### src/rtl/serial_rx_pkg.sv
// rtl/serial_rx_pkg.sv - shared frame constants and receiver FSM states
package serial_rx_pkg;

    typedef enum logic [1:0] {
        IDLE   = 2'd0,
        SHIFT  = 2'd1,
        STOP   = 2'd2,
        RESYNC = 2'd3
    } rx_state_e;

    localparam logic START_BIT = 1'b1;
    localparam logic STOP_BIT  = 1'b0;
    localparam logic IDLE_LVL  = 1'b0;

endpackage

### src/rtl/serial_rx_hold_reg.sv
// rtl/serial_rx_hold_reg.sv - one-entry valid/ready holding register with overrun pulse
module rx_hold_reg #(
    parameter int DSIZE = 32
) (
    input  logic             s_clk,
    input  logic             rst,
    input  logic             load,
    input  logic [DSIZE-1:0] load_data,
    input  logic             load_end,
    input  logic             out_ready,
    output logic [DSIZE-1:0] data,
    output logic             pkt_end,
    output logic             valid,
    output logic             overrun
);

    logic accept;
    logic room;

    assign accept = valid & out_ready;
    // A word leaving this cycle frees the slot for a word arriving this cycle.
    assign room   = ~valid | out_ready;

    always_ff @(posedge s_clk) begin
        if (rst) begin
            data    <= '0;
            pkt_end <= 1'b0;
            valid   <= 1'b0;
            overrun <= 1'b0;
        end else begin
            overrun <= load & ~room;
            if (load && room) begin
                data    <= load_data;
                pkt_end <= load_end;
                valid   <= 1'b1;
            end else if (accept) begin
                valid   <= 1'b0;
            end
        end
    end

endmodule

### src/rtl/serial_rx.sv
// rtl/serial_rx.sv - serial frame receiver: deframer, shifter and packet counter
module serial_rx
    import serial_rx_pkg::*;
#(
    parameter int DSIZE = 32,
    parameter int CNTW  = 16
) (
    input  logic             s_clk,
    input  logic             rst,
    input  logic             s_in,
    output logic [DSIZE-1:0] data,
    output logic             pkt_end,
    output logic             valid,
    input  logic             out_ready,
    output logic             frame_err,
    output logic             overrun,
    output logic [CNTW-1:0]  pkt_cnt
);

    localparam int CW = $clog2(DSIZE + 2);
    localparam logic [CW-1:0] LAST_BIT = CW'(DSIZE);

    rx_state_e      state, state_nxt;
    logic [CW-1:0]  bit_cnt;
    logic [DSIZE:0] shreg;
    logic           good_stop;
    logic           bad_stop;

    always_comb begin
        state_nxt = state;
        good_stop = 1'b0;
        bad_stop  = 1'b0;
        case (state)
            IDLE:   if (s_in == START_BIT) state_nxt = SHIFT;
            SHIFT:  if (bit_cnt == LAST_BIT) state_nxt = STOP;
            STOP: begin
                if (s_in == STOP_BIT) begin
                    good_stop = 1'b1;
                    state_nxt = IDLE;
                end else begin
                    bad_stop  = 1'b1;
                    state_nxt = RESYNC;
                end
            end
            // A high line here is the tail of a broken frame, never a START.
            RESYNC: if (s_in == IDLE_LVL) state_nxt = IDLE;
            default: state_nxt = IDLE;
        endcase
    end

    always_ff @(posedge s_clk) begin
        if (rst) begin
            state     <= IDLE;
            bit_cnt   <= '0;
            shreg     <= '0;
            frame_err <= 1'b0;
        end else begin
            state     <= state_nxt;
            frame_err <= bad_stop;
            if (state == IDLE) begin
                bit_cnt <= '0;
            end else if (state == SHIFT) begin
                shreg   <= {shreg[DSIZE-1:0], s_in};
                bit_cnt <= bit_cnt + CW'(1);
            end
        end
    end

    rx_hold_reg #(
        .DSIZE(DSIZE)
    ) u_hold (
        .s_clk    (s_clk),
        .rst      (rst),
        .load     (good_stop),
        .load_data(shreg[DSIZE-1:0]),
        .load_end (shreg[DSIZE]),
        .out_ready(out_ready),
        .data     (data),
        .pkt_end  (pkt_end),
        .valid    (valid),
        .overrun  (overrun)
    );

    always_ff @(posedge s_clk) begin
        if (rst) begin
            pkt_cnt <= '0;
        end else if (valid && out_ready && pkt_end) begin
            pkt_cnt <= pkt_cnt + CNTW'(1);
        end
    end

endmodule

### config.mk
export PLATFORM = sky130hd
export DESIGN_NAME = serial_rx
export DESIGN_NICKNAME = d
export VERILOG_FILES = /design/src/rtl/serial_rx_pkg.sv /design/src/rtl/serial_rx_hold_reg.sv /design/src/rtl/serial_rx.sv
export SDC_FILE = /design/constraint.sdc
export NUM_CORES = 1
export LEC_CHECK = 0
export CAP_MARGIN = 25
export CORE_MARGIN = 2
export CORE_UTILIZATION = 49
export CTS_CLUSTER_DIAMETER = 120
export DETAILED_ROUTE_END_ITERATION = 16
export PLACE_DENSITY_LB_ADDON = 0.05
export SLEW_MARGIN = 30
export SYNTH_ARGS = -nofsm -noshare
export SYNTH_HDL_FRONTEND = slang
export SYNTH_HIERARCHICAL = 1
export SYNTH_SLANG_ARGS = --single-unit
### constraint.sdc
create_clock -name s_clk -period 1.5 [get_ports s_clk]
set_input_delay 0.15 -clock s_clk [delete_from_list [all_inputs] [get_ports s_clk]]
set_output_delay 0.15 -clock s_clk [all_outputs]
set_load 0.03 [all_outputs]
==> impl_metrics.json <==
{
  "synth_fp_nets": 425,
  "die_y_um": 92.93,
  "ys_ff_latch": 93,
  "route.detailed.drc": 0,
  "worst_hold_slack_ns": 0.1832,
  "status": "finished, final reports clean",
  "yosys.area_share.simple_pct": 27.03,
  "grt_start_max_net_pins": 36,
  "finalCritPeriodShare_pct": 94.31,
  "setup_viol": 0,
  "vias": 2908,
  "path_max_fanout": 4,
  "period_minus_slack_ns": 1.415,
  "worst_clock_skew_ns": 0.01170,
  "worst-endpoint-arrival_ns": 1.66,
  "place.gp.congestion": 0.7735,
  "synth_xor_area_share_pct": 3.616,
  "synth_warnings": 6,
  "first_pass_iters": 4,
  "worstHoldPathType": "input port to register",
  "max-cap-violations": 0,
  "rows": 32,
  "vias_per_cell": 4.887,
  "synth_top_family_by_area": "simple AND/OR/NAND/NOR gates",
  "cts_made_buffers": 9,
  "fp.dieW_um": 92.93,
  "rsz0062_at_grt": "no",
  "wl_mm": 7.352,
  "synth-compound-area-share_pct": 5.877,
  "post_drt_wl_per_cell_um": 12.36,
  "synthTopCellsByArea": "dfxtp_1 (48%), nand2b_1 (11%), mux2i_1 (8.8%), nand2_1 (7.2%), a21oi_1 (4.8%)",
  "finalNetCount": 496,
  "ff2ff_setup_slack_ns": 0.09,
  "cts_tree": "yes",
  "synth_most_common_cell": "dfxtp_1",
  "leakage_nw": 1.948,
  "initial_core_util_pct": 50.41,
  "syn_area_mm2": 0.003875,
  "grt-ovfl-total": 0,
  "synth_fa_ha_area_share_pct": 0.9687,
  "end_kind": "register",
  "finalInstanceArea_mm2": 0.004846,
  "dpl.hpwl_mm": 5.014,
  "place_area_mm2": 0.004678,
  "finish.utilization_pct": 63.04,
  "diodes": 0,
  "synth_common_cells": "dfxtp_1 (93), nand2_1 (74), nand2b_1 (67)",
  "root_buffer": "clkbuf_8",
  "cp.required_ns": 1.74,
  "ys_seq_area_share_pct": 48.05,
  "ant_nets": 0,
  "yosys.area.top_type": "dfxtp_1",
  "fmax_ghz": 0.7069,
  "async_reset_ff_share_pct": 0,
  "crit_type": "register to register",
  "grt_pass1_wl_mm": 12.34,
  "startpoint_type": "register",
  "io-pin-count": 56,
  "antenna_found_initial": 0,
  "maxSlewHeadroom_pct": 67.93,
  "areaGrowthSynthToFinish_pct": 25.06,
  "worstSkewPairLatency_ns": 0.35,
  "slew_violations": 0,
  "drive_above_1_share_pct": 15.21,
  "synth_edf_count": 0,
  "clock_tree.buffer_depth": 2,
  "ys_types": 42,
  "netlist.area_leader.share_pct": 48.05,
  "grt_pass1_vias": 2787,
  "grtUsageTotal_pct": 17.77,
  "cts_sinks": 93,
  "core_mm2": 0.007687,
  "htree_levels": 3,
  "portBuffers": 55,
  "worstMarginPinSlew_ns": 0.4801,
  "power.density_mw_per_mm2": 887.7,
  "hold_viol": 0,
  "synth_flop_cell": "dfxtp_1",
  "irDropWorstVdd_v": 0.0005210,
  "syn_area_per_cell_um2": 9.270,
  "path_clk_slew_ns": 0.09,
  "drt_iter0_drc": 147,
  "dieArea_mm2": 0.008635,
  "synth_cells": 418,
  "synth_mux_area_share_pct": 9.461
}
-- cell usage in the layout, fill, tap and decap left out, types with 8 or more instances in the layout --
cell type       n
clkbuf_8       10
buf_4          27
xor2_1         10
nand2b_1       67
a21oi_1        37
mux2i_1        34
dlygate4sd2_1  51
dfxtp_1        80
nor2_1         22
dfxtp_2         8
nand2_1        74
-- final cells by class --
type                       count  area [um^2]
sequential                    93         1891
inverter                       4        15.01
timing repair buffer          86        767.0
multi-input combinational    295         1848
clock buffer                  10        137.6
tap                          102        127.6
clock inverter                 5        60.06
fill                         706         2841
-- power by group --
part	total [mW]	switching [mW]	leakage [nW]	internal (mW)
Combinational	0.173	0.101	1.09	0.0724
Sequential	2.47	0.00527	0.758	2.46
Clock	1.66	0.847	0.0987	0.813
-- kinds of logic after synthesis --
logic type,Yosys count
AO/OA/AOI/OAI,42
XOR/XNOR,16
adder cells (fa/ha/maj),3
buffers and inverters,30
flip-flops,93
multiplexers,36
AND/OR/NAND/NOR,198
-- worst max-delay path, cell delays in order, from the launching register on --
cell     delay (ns)
dfxtp_2        0.36
nand4_1        0.20
nor3_2         0.23
and3_2         0.20
mux2_2         0.32
-- timing repair --
item	in CTS	in global routing
buffers inserted	0	2
setup endpoints to repair	52	21
hold buffers	0	0
pin swaps	0	2
resized for setup	51	4
-- through the flow --
stage | setup TNS, ns | setup slack, ns | cells | power (mW)
2_1_floorplan | -0.008791 | -0.008791 | 418 | 2.643
3_3_place_gp | -4.702 | -0.1536 | 578 | 2.701
3_5_place_dp | -6.729 | -0.2164 | 578 | 2.704
4_1_cts | 0 | 0.0008440 | 593 | 4.356
5_1_grt | 0 | 0.01433 | 595 | 4.468
6_report | 0 | 0.08541 | 595 | 4.302
-- sequential cells by signal, summed over array words and instances, names as in the netlist --
register / count
shreg: 33
u_hold/data: 32
pkt_cnt: 16
bit_cnt: 6
state: 2
frame_err: 1
u_hold/overrun: 1
u_hold/pkt_end: 1
u_hold/valid: 1
-- worst paths after layout --
kind	from	depth (start not counted)	to
worst max-delay path	pkt_cnt[9]	4	pkt_cnt[14]
worst min-delay path	rst	2	shreg[0]
worst max register to register	pkt_cnt[9]	4	pkt_cnt[14]
worst min register to register	shreg[3]	2	shreg[4]
-- routing by layer --
layer	GRT usage, %	routed length [um]	vias up
met4	7.475	116	0
met3	3.499	237	9
met5	0	0	-
li1	-	-	1510
met1	22.19	3493	1347
met2	29.89	3505	42
(Power assumes the default switching activity.)
